### src/rtl/div_mc_pkg.sv
// Shared constants and types for the multi-channel clock divider.
// The DUTY register only exists when DIV_MC_DUTY_CFG_EN is defined.
package div_mc_pkg;

    localparam logic [1:0] CMD_IDLE = 2'b00;
    localparam logic [1:0] CMD_WR   = 2'b01;
    localparam logic [1:0] CMD_RD   = 2'b10;

    localparam logic [3:0] REG_CTRL   = 4'h0;
    localparam logic [3:0] REG_RATIO  = 4'h1;
    localparam logic [3:0] REG_DUTY   = 4'h2;
    localparam logic [3:0] REG_STATUS = 4'h3;

    localparam logic [7:0] ADDR_SYNC = 8'hF0;
    localparam logic [7:0] ADDR_ID   = 8'hF1;

    localparam logic [31:0] ID_VALUE = 32'h0D10_0002;

    typedef enum logic [1:0] {
        ST_IDLE = 2'b00,
        ST_RUN  = 2'b01,
        ST_STOP = 2'b10
    } chnl_state_t;

endpackage

### src/rtl/div_mc_chnl.sv
// One divider channel: enable/ratio shadows, period counter and registered outputs.
// DIV_MC_DUTY_CFG_EN adds a shadowed DUTY setting for the high time.
//
// state | meaning
// IDLE  | stopped, outputs low, counter held at 0
// RUN   | dividing; shadows load at the period boundary
// STOP  | en cleared; finishing the current period, then IDLE
module div_mc_chnl
    import div_mc_pkg::*;
#(
    parameter int DIV_W = 8
) (
    input  logic             clk_i,
    input  logic             rst_n,
    input  logic             wr_ctrl,
    input  logic             wr_ratio,
`ifdef DIV_MC_DUTY_CFG_EN
    input  logic             wr_duty,
    output logic [DIV_W-1:0] duty_sh,
`endif
    input  logic             sync,
    input  logic [DIV_W-1:0] wdata,
    output logic             ctrl_en,
    output logic [DIV_W-1:0] ratio_sh,
    output logic             pending,
    output logic             div_en,
    output logic             div_clk,
    output logic             div_tick
);

    chnl_state_t      state;
    logic [DIV_W-1:0] cnt;
    logic [DIV_W-1:0] cnt_inc;
    logic [DIV_W-1:0] ratio_act;
    logic [DIV_W-1:0] r_eff;
    logic [DIV_W-1:0] h_eff;
    logic             cnt_last;
    logic             en_next;
    logic             shadow_wr;
    logic             load;
    logic             to_idle;
`ifdef DIV_MC_DUTY_CFG_EN
    logic [DIV_W-1:0] duty_act;
`endif

    always_comb begin
        r_eff = (ratio_act < DIV_W'(2)) ? DIV_W'(2) : ratio_act;
`ifdef DIV_MC_DUTY_CFG_EN
        if (duty_act == '0)
            h_eff = DIV_W'(1);
        else if (duty_act >= r_eff)
            h_eff = r_eff - DIV_W'(1);
        else
            h_eff = duty_act;
        shadow_wr = wr_ratio | wr_duty;
`else
        h_eff     = r_eff >> 1;
        shadow_wr = wr_ratio;
`endif
        cnt_inc  = cnt + DIV_W'(1);
        cnt_last = (cnt == r_eff - DIV_W'(1));
        en_next  = wr_ctrl ? wdata[0] : ctrl_en;
        load     = 1'b0;
        to_idle  = 1'b0;
        case (state)
            ST_IDLE: load = wr_ctrl & wdata[0];
            default: begin
                // SYNC overrides a STOP boundary, so the channel restarts instead of halting
                to_idle = (state == ST_STOP) && cnt_last && !sync && !en_next;
                load    = sync || (cnt_last && !to_idle);
            end
        endcase
    end

    always_ff @(posedge clk_i or negedge rst_n) begin
        if (!rst_n) begin
            state     <= ST_IDLE;
            cnt       <= '0;
            ctrl_en   <= 1'b0;
            ratio_sh  <= DIV_W'(2);
            ratio_act <= DIV_W'(2);
`ifdef DIV_MC_DUTY_CFG_EN
            duty_sh   <= DIV_W'(1);
            duty_act  <= DIV_W'(1);
`endif
            pending   <= 1'b0;
            div_en    <= 1'b0;
            div_clk   <= 1'b0;
            div_tick  <= 1'b0;
        end else begin
            if (wr_ctrl)
                ctrl_en <= wdata[0];
            if (wr_ratio)
                ratio_sh <= wdata;
`ifdef DIV_MC_DUTY_CFG_EN
            if (wr_duty)
                duty_sh <= wdata;
`endif
            // load takes the pre-write shadow, so a same-edge write waits for the next boundary
            if (load) begin
                ratio_act <= ratio_sh;
`ifdef DIV_MC_DUTY_CFG_EN
                duty_act  <= duty_sh;
`endif
            end

            if (shadow_wr && state != ST_IDLE && !to_idle)
                pending <= 1'b1;
            else if (load || to_idle)
                pending <= 1'b0;

            if (load) begin
                state    <= en_next ? ST_RUN : ST_STOP;
                cnt      <= '0;
                div_en   <= 1'b1;
                div_clk  <= 1'b1;
                div_tick <= 1'b1;
            end else if (to_idle) begin
                state    <= ST_IDLE;
                cnt      <= '0;
                div_en   <= 1'b0;
                div_clk  <= 1'b0;
                div_tick <= 1'b0;
            end else if (state != ST_IDLE) begin
                state    <= en_next ? ST_RUN : ST_STOP;
                cnt      <= cnt_inc;
                div_clk  <= (cnt_inc < h_eff);
                div_tick <= 1'b0;
            end
        end
    end

endmodule

### src/rtl/div_mc_top.sv
// Multi-channel clock divider: register decode, read mux and CH_NUM channel instances.
// Define DIV_MC_DUTY_CFG_EN to expose the per-channel DUTY register at offset 2.
module div_mc_top
    import div_mc_pkg::*;
#(
    parameter int CH_NUM     = 4,
    parameter int DIV_W      = 8,
    parameter int ADDR_WIDTH = 8,
    parameter int DATA_WIDTH = 32
) (
    input  logic                  clk_i,
    input  logic                  rst_n,
    input  logic [1:0]            cmd_opt_i,
    input  logic [ADDR_WIDTH-1:0] cmd_addr_i,
    input  logic [DATA_WIDTH-1:0] cmd_data_i,
    output logic [DATA_WIDTH-1:0] cmd_rdata_o,
    output logic [CH_NUM-1:0]     div_en_o,
    output logic [CH_NUM-1:0]     div_clk_o,
    output logic [CH_NUM-1:0]     div_tick_o
);

    logic                  wr_cmd;
    logic                  sync;
    logic [ADDR_WIDTH-5:0] addr_ch;
    logic [3:0]            addr_reg;
    logic [DATA_WIDTH-1:0] rdata_nxt;
    logic                  unused_data;

    logic [CH_NUM-1:0]            ch_en;
    logic [CH_NUM-1:0]            ch_pend;
    logic [CH_NUM-1:0][DIV_W-1:0] ch_ratio;
`ifdef DIV_MC_DUTY_CFG_EN
    logic [CH_NUM-1:0][DIV_W-1:0] ch_duty;
`endif

    assign wr_cmd      = (cmd_opt_i == CMD_WR);
    assign sync        = wr_cmd && (cmd_addr_i == ADDR_WIDTH'(ADDR_SYNC));
    assign addr_ch     = cmd_addr_i[ADDR_WIDTH-1:4];
    assign addr_reg    = cmd_addr_i[3:0];
    assign unused_data = ^cmd_data_i;

    for (genvar i = 0; i < CH_NUM; i++) begin : g_ch
        logic hit;
        assign hit = wr_cmd && (addr_ch == (ADDR_WIDTH-4)'(i));

        div_mc_chnl #(.DIV_W(DIV_W)) u_chnl (
            .clk_i    (clk_i),
            .rst_n    (rst_n),
            .wr_ctrl  (hit && addr_reg == REG_CTRL),
            .wr_ratio (hit && addr_reg == REG_RATIO),
`ifdef DIV_MC_DUTY_CFG_EN
            .wr_duty  (hit && addr_reg == REG_DUTY),
            .duty_sh  (ch_duty[i]),
`endif
            .sync     (sync),
            .wdata    (cmd_data_i[DIV_W-1:0]),
            .ctrl_en  (ch_en[i]),
            .ratio_sh (ch_ratio[i]),
            .pending  (ch_pend[i]),
            .div_en   (div_en_o[i]),
            .div_clk  (div_clk_o[i]),
            .div_tick (div_tick_o[i])
        );
    end

    always_comb begin
        rdata_nxt = '0;
        if (cmd_addr_i == ADDR_WIDTH'(ADDR_ID))
            rdata_nxt = DATA_WIDTH'(ID_VALUE);
        for (int i = 0; i < CH_NUM; i++) begin
            if (addr_ch == (ADDR_WIDTH-4)'(i)) begin
                case (addr_reg)
                    REG_CTRL:   rdata_nxt = DATA_WIDTH'(ch_en[i]);
                    REG_RATIO:  rdata_nxt = DATA_WIDTH'(ch_ratio[i]);
`ifdef DIV_MC_DUTY_CFG_EN
                    REG_DUTY:   rdata_nxt = DATA_WIDTH'(ch_duty[i]);
`endif
                    REG_STATUS: rdata_nxt = DATA_WIDTH'({ch_pend[i], div_en_o[i]});
                    default:    ;
                endcase
            end
        end
    end

    always_ff @(posedge clk_i or negedge rst_n) begin
        if (!rst_n)
            cmd_rdata_o <= '0;
        else if (cmd_opt_i == CMD_RD)
            cmd_rdata_o <= rdata_nxt;
    end

endmodule

### config.mk
export PLATFORM = sky130hd
export DESIGN_NAME = div_mc_top
export DESIGN_NICKNAME = d
export VERILOG_FILES = /design/src/rtl/div_mc_pkg.sv /design/src/rtl/div_mc_chnl.sv /design/src/rtl/div_mc_top.sv
export SDC_FILE = /design/constraint.sdc
export NUM_CORES = 1
export LEC_CHECK = 0
export CAP_MARGIN = 20
export CORE_MARGIN = 2
export CORE_UTILIZATION = 50
export CTS_BUF_LIST = sky130_fd_sc_hd__clkbuf_16
export DETAILED_ROUTE_END_ITERATION = 16
export PLACE_DENSITY = 0.81
export SLEW_MARGIN = 0
export SYNTH_ARGS = -nofsm -noshare
export SYNTH_HDL_FRONTEND = slang
export SYNTH_SLANG_ARGS = --single-unit
### constraint.sdc
create_clock -name clk_i -period 3.4 [get_ports clk_i]
set_input_delay 0.68 -clock clk_i [delete_from_list [all_inputs] [get_ports clk_i]]
set_output_delay 0.68 -clock clk_i [all_outputs]
set_load 0.1 [all_outputs]
==> out/qor.txt <==
die area - 17400 sq um
placed instance count - 1104
CP max stage cell - or4_4
max incr delay on CP - 580 ps
Inserted Diodes - 0
Clock Skew - 5.57 ps
CP endpoint kind - flop
H-tree Lvls - 4
Slew headroom - 35.7%
antenna-violating nets left - 0
Final WS setup - -125 ps
Hold Path Class - in2async
worst slew pin tran - 961 ps
cells along the critical path - or4_4 -> nor3_4 -> nor2_2 -> ha_2 -> and3_4 -> xnor2_1 -> or4_1 -> or4_4 -> o22ai_4 -> clkbuf_16 -> mux2_4
Seq cells post-synth - 133
clock-pin slew on the worst setup and hold paths - 60 ps
grt ovf - 0
die width - 132 microns
IO Port Bufs - 43
CORE AREA - 15900 sq um
f_max - 284 MHz
Area contributors post-synth - dfrtp_1, mux2_2, ha_1
# rows - 46
drt total wl - 20600 microns
initial antenna violation count - 0
GRT Total Usage - 23.8%
Syn Area/Cell - 10.0 sq um
Tot Pwr - 0.00584 W
compound-cell area share of the yosys netlist - 14.6%
vias in the first global route - 6561
main combinational cell family by area after synthesis - simple AND/OR/NAND/NOR gates
clock buffer depth - 2
Area growth syn-to-layout - 21.5%
share of the synthesized area in the top cell type - 38.3%
Layout Cells excl Fill - 1143
mux cell area share after synthesis - 11.6%
Setup-failing EPs final - 10
first-pass GRT wire length - 33400 microns
Post-Synth XOR/XNOR Area - 5.48%
status - complete, but fails checks
max-cap viol count - 0
Starting Density - 51.2%
Crit path required time - 3710 ps
failing checks - setup timing
RSZ-0062 raised after global routing - true
nature of the critical path startpoint - flop
DR pass1 iterations - 5
simple-gate share of the synthesized area - 16.2%
min cycle time layout - 3520 ps
Crit path max-delay family - simple AND/OR/NAND/NOR gates
crit path kind - reg2reg
final net count - 990
ys flop type - dfrtp_1
synthesized cell area - 8160 sq um
Worst-Skew Late Latency - 430 ps
leading cell type in the layout, fill and taps excluded - dfrtp_1
DR vias - 6790
dpl hpwl - 14300 microns
Synth Area in Adders - 4.91%
WP data arrival - 3840 ps
largest net degree at the start of global routing - 55
critical path peak fanout - 4
CTS Root Cell - clkbuf_16
crit-path most repeated cell - or4_4
PD cells - 590 nW/um^2
most frequent cells in the layout - dfrtp_1, buf_4, nand2_1, mux2_2, nor2_1
final hold violation count - 0
Pins Over Slew Limit - 0
die span in y - 132 microns
area leader, netlist - dfrtp_1
clock sinks - 133
number of buffers and inverters on the critical path - 1
cells after synthesis - 815
layout cells sized above 1 - 26.9%
DR WL/cell - 18.0 microns
register area share after synthesis - 40.9%
TritonCTS Buffers - 17
LEAKAGE - 4.64 nW
initial DRC count - 617
IR drop worst, VDD - 0.384 mV
Yosys cell types - 76
GP Congestion - 0.921
setup TNS - -918 ps
TritonCTS clock tree - built
Via density - 5.94
fin crit share - 104%
Async SR Flop Fraction - 100%
I/O pin cnt - 88
# DRC - 0
Ys Warns - 0
number of enable flip-flop cells after synthesis - 0
==> Yosys cell counts, drive strengths merged (6+ instances only) <==
master and count:
a2111oi 6, a211oi 6, a21o 9, a21oi 20
a22o 7, a32o 14, and2 10, and3 12
buf 40, clkbuf 22, dfrtp 125, dfstp 8
ha 32, inv 37, mux2 66, mux2i 7
mux4 6, nand2 64, nand2b 6, nand3 19
nor2 57, nor2b 8, nor3 21, o21a 9
o21ai 46, or2 10, or4 8, xnor2 36
xor2 15
==> area by class of cell <==
class	count	area, sq um
inverters	37	139
well taps	216	270
multi-input cells	602	4530
fillers	1210	6040
clock buffers	17	425
flip-flops and latches	133	3340
clock inverters	15	150
repair buffers	123	1050
==> report_power, final <==
part	switching (W)	total, W	internal [W]	leakage (nW)
combinational	0.00126	0.00210	0.000837	2.57
clock	0.000692	0.00182	0.00113	0.286
sequential	0.000184	0.00192	0.00174	1.78
total	0.00214	0.00584	0.00370	4.64
==> sequential cells by signal, indices dropped and copies added, names as in the netlist <==
register and cells:
cmd_rdata_o 9, g_ch.u_chnl.div_clk 4, g_ch.u_chnl.cnt 32, g_ch.u_chnl.ratio_sh 32
g_ch.u_chnl.ctrl_en 4, g_ch.u_chnl.pending 4, g_ch.u_chnl.ratio_act 32, g_ch.u_chnl.div_tick 4
g_ch.u_chnl.state 8, g_ch.u_chnl.div_en 4
==> timing repair <==
action	4_1_cts	5_1_grt
resized for setup	1	18
hold buffers	0	0
endpoints found under the setup margin	9	30
pin swaps	1	2
cloned	0	2
buffers inserted	1	4
==> worst register-to-register path, delay by kind of cell (launching register included) <==
family	cells	cell delay (ps)
AOI/OAI and AO/OA	1	180
DFF	1	390
and+or+nand+nor	6	2060
adders and majority gates	1	180
muxes	1	290
xor gates and xnor gates	1	120
buffers and inverters	1	190
==> layer usage <==
layer / vias to the layer above / share of wire [%] / GRT usage (%)
li1: 3123 / - / -
met1: 3366 / 45 / 32.8
met2: 256 / 48 / 38.2
met3: 45 / 5.3 / 4.21
met4: 0 / 2.0 / 8.33
met5: - / 0 / 0
==> logic make-up (layout without fill, tap and decap cells) <==
logic type	Yosys count	count (layout)
buf+inv	99	192
flops	133	133
xor+xnor	51	51
mux	79	79
compound gates	167	167
other cells	1	20
simple gates	253	253
fa+ha+maj	32	32
==> stage by stage <==
| stage | utilization, % | hold slack (ps) | setup WS (ps) | cell area (sq um) |
|---|---|---|---|---|
| after global routing | 62.1 | 238 | -191 | 9910 |
| final | 62.1 | 198 | -125 | 9910 |
| after detailed placement | 57.4 | 462 | -103 | 9160 |
| after floorplan | - | 384 | -24.7 | 8320 |
| after CTS | 61.2 | 223 | -55.2 | 9760 |
| after global placement | 57.4 | 459 | -54.1 | 9160 |
==> worst paths after layout <==
check / start / end / slack [ps] / cells past startpoint
max: g_ch[2].u_chnl.ratio_act[4]$_DFFE_PN0N_ / g_ch[2].u_chnl.ratio_act[0]$_DFFE_PN0N_ / -120 / 11
min: rst_n / g_ch[3].u_chnl.ratio_act[6]$_DFFE_PN0N_ / 200 / 1
max reg2reg: g_ch[2].u_chnl.ratio_act[4]$_DFFE_PN0N_ / g_ch[2].u_chnl.ratio_act[0]$_DFFE_PN0N_ / -120 / 11
min reg2reg: cmd_rdata_o[0]$_DFFE_PN0N_ / cmd_rdata_o[0]$_DFFE_PN0N_ / 470 / 2
max in group asynchronous: rst_n / g_ch[2].u_chnl.cnt[4]$_DFFE_PN0P_ / 2460 / 2
min in group clk_i: cmd_rdata_o[0]$_DFFE_PN0N_ / cmd_rdata_o[0]$_DFFE_PN0N_ / 470 / 2
(Power assumes the default switching activity.)
==> RTL change 1 (config.mk and constraints unchanged) <==
Register the input `cmd_addr_i` before use, cleared by the reset. The logic sees it one clock later. The other inputs are not delayed to match.
--- a/src/rtl/div_mc_top.sv
+++ b/src/rtl/div_mc_top.sv
@@ -20,4 +20,14 @@
 );
 
+    logic [ADDR_WIDTH-1:0] cmd_addr_q;
+
+    always_ff @(posedge clk_i or negedge rst_n) begin
+        if (!rst_n) begin
+            cmd_addr_q <= '0;
+        end else begin
+            cmd_addr_q <= cmd_addr_i;
+        end
+    end
+
     logic                  wr_cmd;
     logic                  sync;
@@ -35,7 +45,7 @@
 
     assign wr_cmd      = (cmd_opt_i == CMD_WR);
-    assign sync        = wr_cmd && (cmd_addr_i == ADDR_WIDTH'(ADDR_SYNC));
-    assign addr_ch     = cmd_addr_i[ADDR_WIDTH-1:4];
-    assign addr_reg    = cmd_addr_i[3:0];
+    assign sync        = wr_cmd && (cmd_addr_q == ADDR_WIDTH'(ADDR_SYNC));
+    assign addr_ch     = cmd_addr_q[ADDR_WIDTH-1:4];
+    assign addr_reg    = cmd_addr_q[3:0];
     assign unused_data = ^cmd_data_i;
 
@@ -66,5 +76,5 @@
     always_comb begin
         rdata_nxt = '0;
-        if (cmd_addr_i == ADDR_WIDTH'(ADDR_ID))
+        if (cmd_addr_q == ADDR_WIDTH'(ADDR_ID))
             rdata_nxt = DATA_WIDTH'(ID_VALUE);
         for (int i = 0; i < CH_NUM; i++) begin
Behaviour: not the same (a bounded check fails within 4 cycles, from zero or initial values and one cycle with rst_n low).
==> RTL change 1 against the unedited design <==
The flow still finishes with violations (setup timing). Setup slack better by 0.072 ns. Cell area decreased by 0.28%. Wire length shrank 0.30%. Combinational power is 48% higher. Count of clock-buffer cells in the layout unchanged. Area after synthesis grew 3.9%. Power increased by 22%. Sequential cell count increased by 8. Critical path type unchanged. Critical endpoint is now g_ch[0].u_chnl.ratio_act[3]$_DFFE_PN0N_. Highest routed layer unchanged.
==> RTL change 1: results (changes against the unedited design) <==
first-pass GRT wire length -> 33,400 µm (about the same)
DR WL met3 -> 1300 µm (+19%)
XOR/XNOR Fraction of Synth Area -> 4.61% (-0.87 points)
WL met1 -> 8790 µm (-5.3%)
vias in the first global route -> 6,612 (+0.78%)
CP max FO -> 8 (+4)
failing checks -> setup timing
Hold Slack -> 0.274 ns (+0.0753 ns)
final worst setup slack -> -0.0525 ns (+0.0721 ns)
Fillers -> 1,315 (+8.7%)
Switch Pwr -> 2.84 mW (+33%)
status -> finished, violations left
# Post-CTS Setup Buffers -> 4 (+3)
ranking of synthesized cells by area -> dfrtp_1 39%, mux2_2 8.0%, ha_1 4.7%, nand2_1 3.1%, buf_4 3.1%
Placer Congestion -> 0.910 (-1.2%)
Vias -> 6,896 (+1.6%)
Lkg Pwr -> 4.63 nW (-0.23%)
Compound-Gate Fraction of Synth Area -> 16.3% (+1.7 points)
Final Setup Violations -> 8 (-2)
Synth Area in Adders -> 4.84% (-0.065 points)
Peak VDD IR -> 0.435 mV (+13%)
WL/cell -> 18.0 µm (about the same)
initial DRC count -> 575 (-6.8%)
GR Layer Usage met1 -> 31.2% (-1.6 points)
r2r startpoint -> g_ch[0].u_chnl.ratio_act[7]$_DFFE_PN0N_
RTL change 1: changes by cell type after synthesis, moves of 7 or more:
cell,before,now
a32o_1,14,6
nand2_1,64,71
a222oi_1,0,8
dfrtp_1,125,133
xnor2_1,36,22
nor2_1,57,46
mux2_4,0,8
nand3_1,19,27
a21oi_1,20,34
RTL change 1: power by group through the flow:
| stage | registers (mW) | logic [mW] | clock network, mW |
|---|---|---|---|
| after global placement | 2.20 | 2.87 | 0 |
| after floorplan | 2.09 | 2.47 | 0 |
| after detailed placement | 2.21 | 2.95 | 0 |
| after CTS | 2.19 | 3.02 | 1.82 |
| after global routing | 2.23 | 3.40 | 1.90 |
| final | 2.20 | 3.10 | 1.80 |
RTL change 1: cell type report:
cell class / count / area share (%)
Multi-Input combinational cell: 619 / 46.6
Tap cell: 220 / 2.79
Sequential cell: 141 / 35.8
Clock inverter: 12 / 1.34
Clock buffer: 17 / 4.31
Inverter: 42 / 1.60
Timing Repair Buffer: 88 / 7.54
==> RTL change 2 (same settings) <==
Made on the original files. The parameter `CH_NUM` goes from 4 to 3.
--- a/src/rtl/div_mc_top.sv
+++ b/src/rtl/div_mc_top.sv
@@ -4,5 +4,5 @@
     import div_mc_pkg::*;
 #(
-    parameter int CH_NUM     = 4,
+    parameter int CH_NUM     = 3,
     parameter int DIV_W      = 8,
     parameter int ADDR_WIDTH = 8,
Ports: changed (resized div_clk_o, div_en_o and div_tick_o); port bits go from 88 to 85. The function was not compared with the original's and may differ.
==> RTL change 2 against the unedited design <==
Wire length decreased by 24%. Maximum frequency increased by 5.8%. Setup slack improved by 0.19 ns. Sequential cell count decreased by 31. Cell area decreased by 25%. Area after synthesis decreased by 21%. Count of clock-buffer cells in the layout decreased by 8. Worst hold slack improved by 0.23 ns. Highest routed layer unchanged.
Power is not compared: it rests on default switching activity, and its combinational part moved more than twofold at a synthesized area within 25%.
==> RTL change 2: results (changes against the unedited design) <==
status -> finished, final reports clean
Setup Slack @ Placement -> -0.0527 ns (+0.0508 ns)
initial DRC count -> 451 (-27%)
1st-pass router iterations -> 6 (+1)
Vias -> 5,334 (-21%)
placed cell count -> 878 (-20%)
Critical R2R Capture -> g_ch[0].u_chnl.ratio_act[6]$_DFFE_PN0N_
Lkg Pwr -> 3.44 nW
initial antenna violation count -> 0 (unchanged)
share of post-route cells with drive strength above 1 -> 22.0% (-4.9 points)
max incr delay on CP -> 0.57 ns
Worst Setup SP -> g_ch[0].u_chnl.ratio_act[6]$_DFFE_PN0N_
Distinct cells, synth -> 74 (-2.6%)
clock insertion delay at the later pin of the skew report -> 0.35 ns (-0.08 ns)
largest net degree at the start of global routing -> 60 (+9.1%)
Post-Layout Cell Count -> 895 (-22%)
cts bufs inserted -> 9 (-8)
Longest Clk Path Bufs -> 2 (unchanged)
CP max FO -> 9 (+5)
r2r worst-path depth -> 10 (-1)
CP Data Arrival Time -> 3.56 ns (-0.28 ns)
post-synthesis async set-or-reset flop share -> 100% (unchanged)
WL/cell -> 17.4 µm (-3.4%)
critical path endpoint -> g_ch[0].u_chnl.ratio_act[6]$_DFFE_PN0N_
Final HPWL DP -> 11,800 µm (-17%)
Worst path slowest cell -> or4_1
first-pass GRT wire length -> 26,300 µm (-21%)
IO Port Bufs -> 40 (-7.0%)
Clock Skews -> 0.00821 ns (+0.00264 ns)
setup slack, reg-to-reg -> 0.07 ns (+0.19 ns)
Total Routing Usage GR -> 23.3% (-0.56 points)
NumNets Final -> 786 (-21%)
vias in the first global route -> 5,353 (-18%)
Worst Max-Slew Pin Slew -> 0.961 ns (+0.000226 ns)
dpl cell area -> 7120 µm² (-22%)
Reg clk slew, reported paths -> 0.07 ns
hold crit path type -> input pin to asynchronous set/reset pin
Placer Congestion -> 0.890 (-3.3%)
post-route ant nets -> 0 (unchanged)
ranking of synthesized cells by area -> dfrtp_1 37%, mux2_2 8.0%, ha_1 4.6%, buf_4 3.7%, xnor2_1 3.3%
Ant. Diodes -> 0 (unchanged)
Power Dens Cells -> 416 nW/µm²
H-tree lvl count -> 3 (-1)
most frequent cells after synthesis -> 96 x dfrtp_1, 46 x mux2_2, 46 x nand2_1, 33 x o21ai_0, 32 x buf_4
clock root buffer -> clkbuf_16
Fillers -> 1,056 (-13%)
biggest regs -> g_ch.u_chnl.cnt: 24 flops, g_ch.u_chnl.ratio_act: 24 flops, g_ch.u_chnl.ratio_sh: 24 flops
post-synthesis sequential area ratio -> 39.6% (-1.3 points)
Peak VDD IR -> 0.324 mV
Synth Area per Inst -> 9.80 µm² (-2.1%)
Top delay family on crit path -> simple AND/OR/NAND/NOR gates
YS warnings -> 0 (unchanged)
-- RTL change 2: final cells by class --
class                      instances  share of cell area (%)
clock buffer                       9                    3.03
clock inverter                     7                   0.875
inverter                          30                    1.51
multi-input combinational        491                    47.6
sequential                       102                    34.4
tap                              172                    2.89
timing repair buffer              84                    9.66
-- RTL change 2: report_power, final --
| part | internal, mW | switching [mW] | leakage [nW] |
|---|---|---|---|
| combinational | 0.212 | 0.529 | 1.91 |
| sequential | 1.27 | 0.0602 | 1.38 |
| clock | 0.567 | 0.460 | 0.147 |
| total | 2.04 | 1.05 | 3.44 |
-- RTL change 2: timing repair --
action                     in CTS  in global routing
setup endpoints to repair       8                  8
pin swaps                       1                  1
resized for setup               1                  1
buffers inserted                0                  1
-- RTL change 2: logic make-up (layout without fill, tap and decap cells) --
| logic type | count (synthesis) | count (layout) | synth area share, % |
|---|---|---|---|
| mux | 53 | 53 | 9.15 |
| fa+ha+maj | 24 | 24 | 4.64 |
| flops | 102 | 102 | 39.6 |
| xor+xnor | 38 | 38 | 5.15 |
| simple gates | 207 | 207 | 17.4 |
| compound gates | 149 | 149 | 17.0 |
| other cells | 1 | 20 | 0.0580 |
| buf+inv | 86 | 130 | 7.02 |
-- RTL change 2: per-stage QoR --
stage               power [mW]  hold slack, ns
floorplan                 1.93           0.384
global placement          2.06           0.474
detailed placement        2.08           0.477
CTS                       3.11           0.453
global route              3.22           0.485
finish                    3.09           0.424
-- RTL change 2: routing by layer --
| layer | track usage (%) | vias up | part of all wire [%] |
|---|---|---|---|
| li1 | - | 2496 | - |
| met2 | 38.2 | 197 | 48 |
| met5 | 0 | - | 0 |
| met4 | 7.53 | 0 | 1.7 |
| met1 | 29.7 | 2614 | 44 |
| met3 | 6.64 | 27 | 6.8 |
